==> src/rtl/forward_pkg.sv <==
// Shared types and width helpers for the forwarding-channel arbiter.
package forward_pkg;

   typedef enum logic {
      IDLE = 1'b0,
      BUSY = 1'b1
   } state_t;

   function automatic int clog2(input int value);
      int result = 0;
      while ((1 << result) < value) result++;
      return result;
   endfunction

   // A single requester still gets a one-bit tag so the payload format never changes.
   function automatic int tagWidth(input int numChan);
      return (numChan <= 1) ? 1 : clog2(numChan);
   endfunction

endpackage

==> src/rtl/forward_rr_pick.sv <==
// Combinational round-robin pick: first requester at or above ptr, wrapping around.
module forward_rr_pick
   import forward_pkg::*;
#(
   parameter int NUM_CHAN = 4,
   parameter int PTR_W    = tagWidth(NUM_CHAN)
) (
   input  logic [NUM_CHAN-1:0] req,
   input  logic [PTR_W-1:0]    ptr,
   output logic                any,
   output logic [PTR_W-1:0]    grant
);

   logic [PTR_W-1:0] idx;

   always_comb begin
      any   = 1'b0;
      grant = '0;
      idx   = '0;
      for (int k = 0; k < NUM_CHAN; k++) begin
         idx = PTR_W'((int'(ptr) + k) % NUM_CHAN);
         if (!any && req[idx]) begin
            any   = 1'b1;
            grant = idx;
         end
      end
   end

endmodule

==> src/rtl/forward_arbiter.sv <==
// Round-robin arbiter sharing one toggle-handshake crossing channel, with lost-ack recovery.
module forward_arbiter
   import forward_pkg::*;
#(
   parameter int NUM_CHAN   = 4,
   parameter int DATA_WIDTH = 32,
   parameter int TIMEOUT    = 1023
) (
   input  logic                                        clk,
   input  logic                                        reset,
   input  logic [NUM_CHAN-1:0]                         chanValid,
   input  logic [NUM_CHAN*DATA_WIDTH-1:0]              chanData,
   output logic [NUM_CHAN-1:0]                         chanAck,
   output logic [tagWidth(NUM_CHAN)+DATA_WIDTH-1:0]    xferData,
   output logic                                        xferReq,
   input  logic                                        xferAck,
   input  logic                                        timeoutClear,
   output logic                                        timeoutFlag,
   output logic [15:0]                                 xferCount
);

   localparam int TAG_WIDTH = tagWidth(NUM_CHAN);
   localparam int TIMER_W   = clog2(TIMEOUT);

   state_t                          state_q;
   logic                            ackMeta_q, ackSync_q;
   logic [TAG_WIDTH-1:0]            ptr_q;
   logic [TIMER_W-1:0]              timer_q;
   logic [TAG_WIDTH+DATA_WIDTH-1:0] xferData_q;
   logic                            xferReq_q;
   logic [NUM_CHAN-1:0]             chanAck_q;
   logic                            timeoutFlag_q;
   logic [15:0]                     xferCount_q;

   logic                            pickAny;
   logic [TAG_WIDTH-1:0]            pickGrant;
   logic [DATA_WIDTH-1:0]           chanWord [NUM_CHAN];
   logic                            timerExpired;

   forward_rr_pick #(
      .NUM_CHAN (NUM_CHAN),
      .PTR_W    (TAG_WIDTH)
   ) u_pick (
      .req   (chanValid),
      .ptr   (ptr_q),
      .any   (pickAny),
      .grant (pickGrant)
   );

   always_comb begin
      for (int i = 0; i < NUM_CHAN; i++) begin
         chanWord[i] = chanData[i*DATA_WIDTH +: DATA_WIDTH];
      end
   end

   assign timerExpired = (timer_q == TIMER_W'(TIMEOUT - 1));

   // The timer also runs in IDLE while the far side disagrees, so a stale toggle left
   // over from a reset is eventually absorbed the same way as a lost acknowledge.
   always_ff @(posedge clk) begin
      if (reset) begin
         state_q       <= IDLE;
         ackMeta_q     <= 1'b0;
         ackSync_q     <= 1'b0;
         ptr_q         <= '0;
         timer_q       <= '0;
         xferData_q    <= '0;
         xferReq_q     <= 1'b0;
         chanAck_q     <= '0;
         timeoutFlag_q <= 1'b0;
         xferCount_q   <= '0;
      end else begin
         ackMeta_q <= xferAck;
         ackSync_q <= ackMeta_q;
         chanAck_q <= '0;
         if (timeoutClear) timeoutFlag_q <= 1'b0;

         case (state_q)
            IDLE: begin
               if (ackSync_q != xferReq_q) begin
                  if (timerExpired) begin
                     timeoutFlag_q <= 1'b1;
                     xferReq_q     <= ackSync_q;
                     timer_q       <= '0;
                  end else begin
                     timer_q <= timer_q + TIMER_W'(1);
                  end
               end else if (pickAny) begin
                  xferData_q           <= {pickGrant, chanWord[pickGrant]};
                  xferReq_q            <= ~xferReq_q;
                  chanAck_q[pickGrant] <= 1'b1;
                  ptr_q                <= TAG_WIDTH'((int'(pickGrant) + 1) % NUM_CHAN);
                  timer_q              <= '0;
                  state_q              <= BUSY;
               end else begin
                  timer_q <= '0;
               end
            end
            BUSY: begin
               timer_q <= timer_q + TIMER_W'(1);
               if (ackSync_q == xferReq_q) begin
                  xferCount_q <= xferCount_q + 16'd1;
                  timer_q     <= '0;
                  state_q     <= IDLE;
               end else if (timerExpired) begin
                  timeoutFlag_q <= 1'b1;
                  xferReq_q     <= ackSync_q;
                  timer_q       <= '0;
                  state_q       <= IDLE;
               end
            end
            default: state_q <= IDLE;
         endcase
      end
   end

   assign chanAck     = chanAck_q;
   assign xferData    = xferData_q;
   assign xferReq     = xferReq_q;
   assign timeoutFlag = timeoutFlag_q;
   assign xferCount   = xferCount_q;

endmodule

==> config.mk <==
export PLATFORM = sky130hd
export DESIGN_NAME = forward_arbiter
export DESIGN_NICKNAME = d
export VERILOG_FILES = /design/src/rtl/forward_pkg.sv /design/src/rtl/forward_rr_pick.sv /design/src/rtl/forward_arbiter.sv
export SDC_FILE = /design/constraint.sdc
export NUM_CORES = 1
export LEC_CHECK = 0
export CAP_MARGIN = 20
export CORE_MARGIN = 2
export CORE_UTILIZATION = 45
export CTS_BUF_LIST = sky130_fd_sc_hd__clkbuf_4 sky130_fd_sc_hd__clkbuf_8
export DETAILED_ROUTE_END_ITERATION = 12
export GPL_ROUTABILITY_DRIVEN = 1
export HOLD_SLACK_MARGIN = 0.1
export PLACE_DENSITY_LB_ADDON = 0.3
export SLEW_MARGIN = 40
export SYNTH_ARGS = -nofsm -noshare
export SYNTH_HDL_FRONTEND = slang
export SYNTH_SLANG_ARGS = --single-unit
==> constraint.sdc <==
create_clock -name clk -period 3.9 [get_ports clk]
set_input_delay 0.975 -clock clk [delete_from_list [all_inputs] [get_ports clk]]
set_output_delay 0.975 -clock clk [all_outputs]
set_load 0.1 [all_outputs]
# Yosys cells after proc, flatten, opt, wreduce, memory -nomap -nowiden
# Index checks and enable logic that the tools add are counted.
# W data, S select, Z words.
[totals]
reg_bits = 71
in_bits = 136
output_inout_bits = 56
word_cells = 84
[classes]
addsub = 6
n_lt_le_gt_ge = 7
n_eq_ne = 5
n_mux = 40
bitwise = 5
n_reduce_logical = 11
[ops]
columns = ["op", "count"]
rows = [
  ["$bmux W32 S2", 1],
  ["$mux W32", 2],
  ["$mux W10", 3],
  ["$mux W1", 21],
  ["$pmux W10 S2", 1],
  ["$add A16 B1 Y16 const B", 1],
  ["$lt A2 B3 Y1 const B", 5],
  ["$add A10 B1 Y10 const B", 1],
  ["$eq A10 B10 Y1 const B", 1],
  ["$bmux W1 S2", 4],
  ["$mux W2", 4],
  ["$pmux W1 S2", 3],
  ["$add A2 B1 Y2 const B", 2],
  ["$add A2 B2 Y2 const B", 2],
  ["$logic_and A1 B1 Y1", 4],
  ["$not A1 Y1", 4],
  ["$reduce_and A2 Y1", 2],
  ["$reduce_or A4 Y1", 1],
  ["$ge A3 B3 Y1 const B", 1],
  ["$logic_not A1 Y1", 3],
  ["$ne A3 B3 Y1 const B", 1],
  ["$not A2 Y3", 1],
  ["$reduce_and A3 Y1", 1],
  ["$demux W1 S2", 1],
  ["other kinds (4)", 4],
]

# Depth between registers and ports, before layout
# Gate-level depths: netlist of run 1.
[depth]
depth_word = 16
ltp_mapped = 8
ltp_nobuf = 7

# Modules after synthesis
# A second synthesis of run 1 with hierarchy kept.
[unflattened]
cells_unflattened = 378
hier_area_um2 = 3592.2
[by_module_without_submodules]
columns = ["module", "n_inst", "cells_each", "area_each_um2", "seq_area_each_um2"]
rows = [
  ["forward_arbiter", 1, 363, 3514.6, 1421.4],
  ["forward_rr_pick", 1, 15, 77.6, 0.0],
]

# Worst setup path before layout of run 1
# Ideal clock, no wire load.
[synth_timing]
path_kind = "reg-to-reg"
from = "reg xferReq_q (netlist: xferReq)"
to = "reg xferData_q[10] (netlist: xferData[10])"
setup_ns = 0.079
arrival_ns = 2.320
required_ns = 3.821
setup_slack_ns = 1.501
path_stages_with_launch = 7
cell_sequence = "dfxtp_1 -> xor2_1 -> nor4_4 -> nor4b_4 -> buf_2 -> o21ai_0 -> o211ai_1"
[synth_between]
elab_chain_len = 3
[synth_rtl]
columns = ["item", "line", "source"]
rows = [
  ["start, declared", "forward_arbiter.sv:30", "logic xferReq_q;"],
  ["start signal, assigned", "forward_arbiter.sv:83", "xferReq_q <= ackSync_q;"],
  ["start signal, assigned", "forward_arbiter.sv:90", "xferReq_q <= ~xferReq_q;"],
  ["start signal, assigned", "forward_arbiter.sv:107", "xferReq_q <= ackSync_q;"],
  ["$ne A1 B1 Y1", "forward_arbiter.sv:80", "if (ackSync_q != xferReq_q) begin"],
  ["$not A1 Y1 (no line)", "n/a", ""],
  ["$reduce_and A3 Y1 (no line)", "n/a", ""],
  ["end signal, assigned", "forward_arbiter.sv:89", "xferData_q <= {pickGrant, chanWord[pickGrant]};"],
  ["end, declared", "forward_arbiter.sv:29", "logic [TAG_WIDTH+DATA_WIDTH-1:0] xferData_q;"],
]
# No other way between the ends.
# A chain may end at the register's enable or synchronous reset.

# Worst setup path after layout of run 1
[layout_timing]
from = "in chanValid[1]"
to = "reg ptr_q[1]"
[layout_between]
elab_chain_len = 13
[layout_rtl]
columns = ["item", "line", "source"]
rows = [
  ["start, declared", "forward_arbiter.sv:11", "input logic [NUM_CHAN-1:0] chanValid,"],
  ["$bmux W1 S2", "forward_rr_pick.sv:22", "if (!any && req[idx]) begin"],
  ["$mux W1 (implied by the code)", "forward_rr_pick.sv:22", ""],
  ["$mux W1", "forward_rr_pick.sv:22", ""],
  ["$logic_not A1 Y1", "forward_rr_pick.sv:22", ""],
  ["$logic_and A1 B1 Y1", "forward_rr_pick.sv:22", ""],
  ["$mux W1", "forward_rr_pick.sv:22", ""],
  ["$logic_not A1 Y1", "forward_rr_pick.sv:22", ""],
  ["$logic_and A1 B1 Y1", "forward_rr_pick.sv:22", ""],
  ["$mux W1", "forward_rr_pick.sv:22", ""],
  ["$logic_not A1 Y1", "forward_rr_pick.sv:22", ""],
  ["$logic_and A1 B1 Y1", "forward_rr_pick.sv:22", ""],
  ["$mux W2 or $mux W1 (tied branches)", "forward_rr_pick.sv:22", ""],
  ["$add A2 B1 Y2 or $reduce_and A3 Y1 (tied branches)", "n/a", ""],
  ["end signal, assigned", "forward_arbiter.sv:92", "ptr_q <= TAG_WIDTH'((int'(pickGrant) + 1) % NUM_CHAN);"],
  ["end, declared", "forward_arbiter.sv:27", "logic [TAG_WIDTH-1:0] ptr_q;"],
]
# Several ways; a longest one is shown, not always the timed one. The select of a mux whose other input is x is not followed.

==> results by group, run 1 <==
Status
  • Status: finished, final reports clean

Clock tree
  • Sink Count: 71
  • Num CTS Buffers: 9
  • Reg clk slew, reported paths: 0.08 ns
  • Post-CTS Hold Buffers: 0
  • Clock Latency Late Sink: ~0.34 ns
  • H-tree depth: 3
  • Setup bufs post-CTS: 0
  • Worst-case clock buffer depth: 2
  • Post-cts sizing count: 0
  • CTS root buffer: clkbuf_8
  • CTS tree: done

Detailed routing
  • First drt pass iteration count: 4
  • Metal3 WL: approximately 760 um
  • DR vias: 3926
  • Max Used Layer: met4
  • DR WL met2: 5.81 mm
  • Avg Vias per Cell: between 5 and 6
  • Routed met1 length: around 4.7 mm
  • Post-DRT Antenna Nets: 0
  • DR DRC count: 0
  • Initial DRC Count: between 100 and 150
  • Post-DR wirelength/cell: between 15 and 20 um
  • Routed WL: ~12 mm

Synthesis
  • Cells after Synth: around 440
  • YS warnings: 0
  • Synth top area share: 0.375
  • Syn avg cell area: roughly 8.5 sq um
  • Top-count cell post-synth: dfxtp_1
  • Synthesized area: about 0.0038 sq mm
  • Leading cell types by count after synthesis: dfxtp_1 (71), nand2_1 (44), mux2i_1 (36)
  • Synth cell types: 37
  • Post-synth ARST share: 0
  • Dominant cells by area after synthesis: dfxtp_1 (38%), mux2i_1 (9.5%), a21boi_0 (6.3%)
  • Most used DFF post-synth: dfxtp_1
  • Post-synth top area cell: dfxtp_1
  • EDFF count, synth: 0
  • Register area share after synthesis: 0.375
  • #FFs+latches synth: between 70 and 80
  • Mapped Nets: a little under 600

Final layout
  • Share of cells above drive strength 1: 0.145
  • Area Growth Syn to Fin: 50.8%
  • Total Nets Final: around 770
  • N_diodes: 0
  • Final instance area: roughly 0.0057 sq mm

Die
  • Die width: 95.8 um
  • Core ar.: around 0.008 sq mm
  • Full die area: between 0.009 and 0.01 sq mm
  • Rows: 33
  • Starting Density: 0.463
  • I/O pin count: roughly 190
  • Die Y: roughly 96 um

STA
  • Fin. max-slew vios: 0
  • Slew HR: 0.528
  • Least-Margin Pin Slew: between 0.7 and 0.8 ns
  • # setup viols final: 0
  • Final Hold Fails: 0
  • FMAX: approximately 300 MHz
  • Setup TNS: 0 ns
  • RSZ-0062 raised after global routing: false
  • Tcrit/Tclk final: 0.838
  • Crit path setup slack, layout: 0.633 ns
  • Setup Skew: approximately 0.0071 ns
  • Tmin final: ~3.3 ns

GRT
  • Pin count of the biggest net entering global routing: between 60 and 70
  • Vias in the first global route: around 3700
  • Total global routing overflow: 0
  • GRT Overall Usage: 0.246
  • Antenna violations before repair: 0
  • First-pass GRT wire length: 17.5 mm

Placement
  • Place WS: between 0.4 and 0.5 ns
  • Post-Place Cell Area: about 0.0055 sq mm
  • Post-DP HPWL: about 8.5 mm
  • Gpl congestion: about 0.8
  • IO buf count: 191

Job
  • MaxCap Viol Count: 0

Critical path
  • Crit Path Category: in2reg
  • Crit. End Element: register
  • CP Launch Type: primary input
  • Critical path peak fanout: 30
  • Critical path's slowest cell: clkdlybuf4s50_1
  • Crit path DAT: approximately 3.5 ns
  • Reg2reg setup slack: 1.44 ns
  • Reg2Reg Capture Point: ptr_q[1]
  • Reg2Reg Depth: 7
  • Crit-path max cell delay: 0.61 ns
  • Reg-to-Reg Start: ptr_q[1]
  • Crit-path cells: clkdlybuf4s50_1 -> nor2b_1 -> a221o_2 -> nand2_1 -> clkinv_2 -> ha_1 -> mux2i_1 -> nor2_1
  • Worst path required time: between 4 and 5 ns

Pwr
  • Clk network pwr share: 0.228
  • Comb pwr share: 0.452
  • Power per cell area: between 400 and 500 mW/mm^2
  • Int Pwr: between 1.5 and 2 mW
  • Part of the power in registers: 0.319
  • Sw Share: 0.446
  • Leak: approximately 2.3 nW
  • Switching pwr: between 1 and 1.5 mW
  • Total power: ~2.7 mW
  • Worst VDD drop: 0.355 mV

Worst hold path
  • HP Class: reg2reg
  • Hold path start: ackMeta_q
  • WHS Path Cells: 1
  • Worst Hold End: ackSync_q
==> how the worst max path moves through the flow <==
stage | startpoint | endpoint | slack (ns) | depth (start not counted)
final | chanValid[1] | ptr_q[1] | 0.63 | 8
after global routing | chanValid[1] | ptr_q[1] | 0.52 | 8
after CTS | chanValid[1] | xferData[18] | 0.80 | 7
after detailed placement | chanValid[1] | xferData[5] | 0.47 | 7
after global placement | chanValid[1] | xferData[4] | 0.58 | 7
after floorplan | xferReq | xferData[10] | 1.50 | 6
==> layer usage <==
metal | track usage | up-vias
li1 | - | 1932
met1 | 0.293 | 1800
met2 | 0.424 | 167
met3 | 0.0532 | 27
met4 | 0.110 | 0
met5 | 0 | -
==> critical path, delay by kind of cell <==
kind / cells / cell delay (ns)
muxes: 1 / 0.13
buffers and inverters: 2 / 1.16
AOI/OAI and AO/OA: 1 / 0.37
adders and majority gates: 1 / 0.54
and+or+nand+nor: 3 / 0.28
==> layout make-up <==
class / count / area, sq um
clock inverter: 3 / 40.0
timing repair buffer: 199 / 1700
sequential: 71 / 1420
clock buffer: 13 / 173
fill: 644 / 2460
inverter: 8 / 31.3
multi-input combinational: 334 / 2220
tap: 105 / 131
==> power by group through the flow <==
stage / logic (mW) / clock network, mW / registers, mW
3_5_place_dp: 1.23 / 0 / 0.889
4_1_cts: 1.24 / 0.633 / 0.874
6_report: 1.24 / 0.626 / 0.875
2_1_floorplan: 0.358 / 0 / 1.45
3_3_place_gp: 1.29 / 0 / 0.889
5_1_grt: 1.30 / 0.664 / 0.886
==> sequential cells by signal, indices dropped and copies added (netlist names) <==
signal,count
timer_q,10
ptr_q,2
timeoutFlag,1
ackSync_q,1
xferReq,1
ackMeta_q,1
xferCount,16
chanAck,4
state_q,1
xferData,34
==> kinds of logic (layout without fill, tap and decap cells) <==
kind of cell	Yosys count	after routing	share of synthesized area
DFF	71	71	0.375
AOI/OAI and AO/OA	115	115	0.199
xor gates and xnor gates	20	20	0.0482
adders and majority gates	7	7	0.0231
muxes	37	37	0.0981
and+or+nand+nor	155	155	0.214
buffers and inverters	39	223	0.0423
==> cells in the final DEF (no fill, tap or decap), types with 25 or more instances in the layout <==
master and n:
a21boi_0 32, clkdlybuf4s50_1 135, nor2_1 30, o21ai_0 25
buf_2 56, and3_1 35, mux2i_1 36, o211ai_1 32
dfxtp_1 71, nand2_1 44
==> per-stage QoR <==
step                utilization  std cells  hold WS (ns)
CTS                       0.697        732         0.445
floorplan                     -        444         0.414
global route              0.699        733         0.472
finish                    0.699        733         0.444
detailed placement        0.671        716         0.425
global placement          0.705        716         0.425
Note: power is estimated with default switching activity, not from simulation.
==> run 2, diff against run 1 <==
--- a/config.mk
+++ b/config.mk
@@ -7,7 +7,7 @@
 export LEC_CHECK = 0
 export CAP_MARGIN = 20
 export CORE_MARGIN = 2
-export CORE_UTILIZATION = 45
+export CORE_UTILIZATION = 37
 export CTS_BUF_LIST = sky130_fd_sc_hd__clkbuf_4 sky130_fd_sc_hd__clkbuf_8
 export DETAILED_ROUTE_END_ITERATION = 12
 export GPL_ROUTABILITY_DRIVEN = 1
==> constraint.sdc (replaced) <==
create_clock -name clk -period 2.7 [get_ports clk]
set_input_delay 0.675 -clock clk [delete_from_list [all_inputs] [get_ports clk]]
set_output_delay 0.675 -clock clk [all_outputs]
set_load 0.1 [all_outputs]
==> results by group, run 2 (same netlist as run 1, synthesis figures left out) <==
GRT
  • First-pass GRT wire length: 18.2 mm (+3.5%)
  • Antenna violations before repair: 0 (unchanged)
  • Pin count of the biggest net entering global routing: 65 (unchanged)
  • Total global routing overflow: 0 (unchanged)
  • GRT Overall Usage: 0.203 (-0.0428)
  • Vias in the first global route: 3893 (+5.5%)

Detailed routing
  • First drt pass iteration count: 4 (unchanged)
  • Initial DRC Count: 186 (+65%)
  • Routed WL: 11.6 mm (+0.81%)
  • Post-DRT Antenna Nets: 0 (unchanged)
  • DR vias: 3893 (-0.84%)
  • Post-DR wirelength/cell: 15.1 um (-3.9%)
  • Avg Vias per Cell: 5.06 (-5.5%)
  • DR DRC count: 0 (unchanged)

STA
  • Tmin final: between 2 and 2.5 ns
  • RSZ-0062 raised after global routing: false
  • FMAX: approximately 440 MHz
  • WHS: 0.442 ns (-0.00161 ns)
  • Fin. max-slew vios: 0 (unchanged)
  • Least-Margin Pin Slew: 0.456 ns (-0.252 ns)
  • Slew HR: 0.695 (+0.168)
  • Tcrit/Tclk final: 0.848
  • Setup TNS: 0 ns (unchanged)
  • Final Hold Fails: 0 (unchanged)
  • # setup viols final: 0 (unchanged)
  • Setup Skew: 0.0158 ns (+0.00871 ns)

Clock tree
  • Post-CTS Hold Buffers: 0 (unchanged)
  • Reg clk slew, reported paths: 0.08 ns (about the same)
  • H-tree depth: 3 (unchanged)
  • Worst-case clock buffer depth: 2 (unchanged)
  • Sink Count: 71 (unchanged)
  • Clock Latency Late Sink: 0.34 ns (about the same)
  • Num CTS Buffers: 9 (unchanged)
  • Setup bufs post-CTS: 0 (unchanged)
  • CTS tree: done
  • CTS root buffer: clkbuf_8
  • Post-cts sizing count: 0 (unchanged)

Final layout
  • N_diodes: 0 (unchanged)
  • Commonest non-fill, non-tap cell in the layout: clkdlybuf4s50_1
  • Final Core Density: 0.611 (-0.0879)
  • Area of the multi-input gates: 0.00222 sq mm (unchanged)
  • Most frequent cells in the layout: clkdlybuf4s50_1 (135), dfxtp_1 (71), buf_4 (68)
  • Share of cells above drive strength 1: 0.156 (+0.0108)
  • # fillers: 884 (+37%)
  • Area Growth Syn to Fin: 59.0%
  • Reg area: 0.00142 sq mm (unchanged)
  • Total Nets Final: 774 (+1.0%)
  • Max FFs per register: 34 (unchanged)

Critical path
  • Critical path's slowest cell: clkdlybuf4s50_1
  • Crit. End Element: register
  • Reg2reg setup slack: 0.83 ns (-0.61 ns)
  • Reg2Reg Depth: 7 (unchanged)
  • Worst path required time: 2.91 ns (-1.21 ns)
  • Crit Path Category: in2reg
  • Crit-path cells: clkdlybuf4s50_1 -> nor2b_1 -> a221o_2 -> buf_12 -> and3_1 -> o21ai_0 -> o211ai_1
  • Reg-to-Reg Start: ptr_q[1]
  • Crit-path max cell delay: 0.60 ns (about the same)
  • CP Launch Type: primary input
  • Critical path peak fanout: 64 (+110%)
  • Reg2Reg Capture Point: xferData[20]
  • Crit path DAT: 2.50 ns (-0.99 ns)

Die
  • Rows: 36 (+9.1%)
  • Starting Density: 0.384 (-0.0794)
  • Die width: 105 um (+9.9%)
  • Full die area: 0.0111 sq mm (+21%)
  • Die Y: 105 um (+9.9%)
  • I/O pin count: 192 (unchanged)
  • Core ar.: 0.00986 sq mm (+21%)

Placement
  • Post-DP HPWL: 8.85 mm (+3.6%)
  • Gpl congestion: 0.781 (-4.7%)
  • IO buf count: 191 (unchanged)

Worst hold path
  • WHS Path Cells: 1 (unchanged)
  • Worst Hold End: ackSync_q
  • HP Class: reg2reg
  • Hold path start: ackMeta_q

Pwr
  • Worst VDD drop: 0.372 mV (+4.9%)
  • Power per cell area: 700 mW/mm^2 (+46%)
  • Leak: 2.41 nW (+3.0%)

Job
  • MaxCap Viol Count: 0 (unchanged)

Status
  • Status: finished, final reports clean
## run 2: changes by cell type in the layout (fill, tap and decap cells not counted)
cell        previous run  this run
clkinvlp_4             0         1
buf_4                  7        68
bufinv_16              1         3
buf_6                  1         0
buf_2                 56         0
clkbuf_8              12        10
clkbuf_4               1         0
clkinv_2               3         2
inv_2                  0         1
buf_12                 0         4
## run 2: worst max-delay path by stage
stage / endpoint / slack (ns) / cells after the start / from
floorplan: xferData[10] / 0.30 / 6 / xferReq
global placement: xferData[1] / 0.13 / 7 / chanValid[1]
detailed placement: xferData[22] / 0.08 / 8 / chanValid[1]
CTS: xferData[22] / 0.45 / 8 / chanValid[1]
global route: xferData[14] / 0.30 / 8 / chanValid[2]
finish: xferData[1] / 0.41 / 7 / chanValid[1]
## run 2: metrics by stage
step / power, mW / setup slack (ns) / cell area (sq um) / instances
final: 4.22 / 0.411 / 6020 / 769
after global routing: 4.39 / 0.297 / 6020 / 769
after CTS: 4.25 / 0.454 / 6020 / 769
after detailed placement: 3.20 / 0.0798 / 5780 / 753
after global placement: 3.16 / 0.128 / 5780 / 753
after floorplan: 2.61 / 0.301 / 3790 / 444
## run 2: layout make-up
cell class / count / share of cell area
multi-input cells: 334 / 0.368
repair buffers: 207 / 0.322
flip-flops and latches: 71 / 0.236
well taps: 133 / 0.0276
clock buffers: 10 / 0.0228
clock inverters: 6 / 0.0179
inverters: 8 / 0.00498
## run 2: worst max-delay path, delay by kind of cell
kind	cells	cell delay, ns
buffers and inverters	2	0.78
AND/OR/NAND/NOR	2	0.27
AO/OA/AOI/OAI	3	0.75
## run 2: power by group
part | switching [mW] | leakage (nW) | total (mW) | internal (mW)
clock network | 0.411 | 0.122 | 1.05 | 0.636
registers | 0.0900 | 0.580 | 1.27 | 1.18
logic | 1.29 | 1.71 | 1.90 | 0.612
total | 1.79 | 2.41 | 4.22 | 2.42
## run 2: per-layer routing
| layer | GRT usage | vias up | routed length (um) |
|---|---|---|---|
| li1 | - | 1950 | - |
| met5 | 0 | - | 0 |
| met1 | 0.233 | 1807 | 4820 |
| met2 | 0.359 | 118 | 5920 |
| met3 | 0.0474 | 18 | 621 |
| met4 | 0.0848 | 0 | 275 |
==> run 3, diff against run 2 <==
==> constraint.sdc (replaced) <==
create_clock -name clk -period 1.95 [get_ports clk]
set_input_delay 0.4875 -clock clk [delete_from_list [all_inputs] [get_ports clk]]
set_output_delay 0.4875 -clock clk [all_outputs]
set_load 0.1 [all_outputs]
==> results by group, run 3 (same netlist as run 1, synthesis figures left out) <==
Pwr
  • Worst VDD drop: 0.609 mV (+63%)
  • Total power: 6.26 mW (+49%)
  • Power per cell area: 923 mW/mm^2 (+32%)
  • Leak: 2.64 nW (+9.3%)

Detailed routing
  • Post-DR wirelength/cell: 15.7 um (+3.8%)
  • Avg Vias per Cell: 5.10 (+0.66%)
  • DR vias: 3980 (+2.2%)
  • First drt pass iteration count: 4 (unchanged)
  • Routed WL: 12.3 mm (+5.4%)
  • DR DRC count: 0 (unchanged)
  • Post-DRT Antenna Nets: 0 (unchanged)
  • Initial DRC Count: 147 (-21%)

STA
  • Tcrit/Tclk final: 0.936
  • Slew HR: 0.706 (+0.0109)
  • FMAX: around 550 MHz
  • RSZ-0062 raised after global routing: false
  • Tmin final: 1.83 ns
  • Fin. max-slew vios: 0 (unchanged)
  • Final Hold Fails: 0 (unchanged)
  • WHS: 0.448 ns (+0.00579 ns)
  • Setup TNS: 0 ns (unchanged)
  • Least-Margin Pin Slew: 0.439 ns (-0.0173 ns)
  • # setup viols final: 0 (unchanged)
  • Setup Skew: 0.0149 ns (-0.000974 ns)

Critical path
  • Crit. End Element: register
  • Worst path required time: 2.20 ns (-0.71 ns)
  • Reg2Reg Capture Point: xferData[29]
  • Reg2reg setup slack: 0.20 ns (-0.63 ns)
  • CP Launch Type: primary input
  • Reg2Reg Depth: 7 (unchanged)
  • Crit Path Category: in2reg
  • Reg-to-Reg Start: xferReq
  • Critical path peak fanout: 3 (-95%)
  • Crit path DAT: 2.08 ns (-0.42 ns)

Final layout
  • Area Growth Syn to Fin: 79.0%
  • Most frequent cells in the layout: clkdlybuf4s50_1 (131), dfxtp_1 (60), buf_12 (58)
  • Total Nets Final: 786 (+1.6%)
  • Non-Filler Instances: 781 (+1.6%)
  • Final instance area: 0.00678 sq mm (+13%)
  • Share of cells above drive strength 1: 0.188 (+0.0326)
  • Max FFs per register: 34 (unchanged)
  • Commonest non-fill, non-tap cell in the layout: clkdlybuf4s50_1
  • N_diodes: 0 (unchanged)

Die
  • Die Y: 105 um (unchanged)
  • Rows: 36 (unchanged)
  • I/O pin count: 192 (unchanged)
  • Full die area: 0.0111 sq mm (unchanged)
  • Core ar.: 0.00986 sq mm (unchanged)
  • Starting Density: 0.384 (unchanged)
  • Die width: 105 um (unchanged)

Placement
  • IO buf count: 191 (unchanged)
  • Inst Count DP: 761 (+1.1%)
  • Post-Place Cell Area: 0.00653 sq mm (+13%)
  • Gpl congestion: 0.825 (+5.6%)
  • Post-DP HPWL: 9.24 mm (+4.4%)

GRT
  • Vias in the first global route: 4078 (+4.8%)
  • First-pass GRT wire length: 19.3 mm (+6.6%)
  • Antenna violations before repair: 0 (unchanged)
  • Pin count of the biggest net entering global routing: 65 (unchanged)
  • GRT Overall Usage: 0.215 (+0.0123)
  • Total global routing overflow: 0 (unchanged)

Status
  • Status: finished, final reports clean

Job
  • MaxCap Viol Count: 0 (unchanged)

Worst hold path
  • Hold path start: ackMeta_q
  • WHS Path Cells: 1 (unchanged)
  • HP Class: reg2reg
  • Worst Hold End: ackSync_q

Clock tree
  • Sink Count: 71 (unchanged)
  • Worst-case clock buffer depth: 2 (unchanged)
  • Reg clk slew, reported paths: 0.09 ns (about the same)
  • CTS tree: done
  • CTS root buffer: clkbuf_8
  • Post-CTS Hold Buffers: 0 (unchanged)
  • H-tree depth: 3 (unchanged)
  • Num CTS Buffers: 9 (unchanged)
  • Clock Latency Late Sink: 0.34 ns (about the same)
-- run 3: metal layers --
metal,track usage,share of wire,vias to the layer above
li1,-,-,1986
met1,0.234,0.40,1851
met2,0.398,0.53,125
met3,0.0536,0.055,18
met4,0.0829,0.022,0
met5,0,0,-
-- run 3: area by class of cell --
| cell class | count | area, sq um |
|---|---|---|
| flip-flops and latches | 71 | 1440 |
| clock buffers | 10 | 131 |
| multi-input cells | 334 | 2220 |
| well taps | 133 | 166 |
| clock inverters | 6 | 93.8 |
| repair buffers | 219 | 2700 |
| fillers | 748 | 3080 |
| inverters | 8 | 30.0 |
-- run 3: critical path, cell delays in order --
cell,delay [ns]
clkdlybuf4s50_1,0.49
nor4_4,0.34
nor4b_4,0.32
buf_4,0.18
buf_4,0.10
o21ai_1,0.07
o211ai_1,0.09
-- run 3: what timing repair did --
item                       CTS  global route
pin swaps                    2             2
setup endpoints to repair   32             7
gates resized for setup      5             2
hold endpoints to repair     0             0
buffers inserted             2             2
-- run 3: how the worst max path moves through the flow --
| stage | startpoint | endpoint | slack [ns] | cells past startpoint |
|---|---|---|---|---|
| after floorplan | xferCount[9] | xferCount[15] | 0.03 | 5 |
| after global placement | chanValid[0] | xferData[0] | -0.45 | 8 |
| after detailed placement | chanValid[2] | xferData[0] | -0.44 | 7 |
| after CTS | chanValid[3] | xferData[29] | 0.11 | 9 |
| after global routing | reset | xferData[29] | 0.03 | 7 |
| final | reset | xferData[29] | 0.12 | 7 |
-- run 3: per-stage QoR --
| step | utilization | worst slack (ns) |
|---|---|---|
| after detailed placement | 0.662 | -0.440 |
| after global placement | 0.662 | -0.447 |
| after floorplan | - | 0.0251 |
| final | 0.688 | 0.124 |
| after global routing | 0.688 | 0.0326 |
| after CTS | 0.686 | 0.109 |
-- run 3: power by group --
group / internal [mW] / total, mW / switching, mW
clock: 0.744 / 1.35 / 0.604
sequential: 1.63 / 1.83 / 0.194
combinational: 1.27 / 3.09 / 1.82
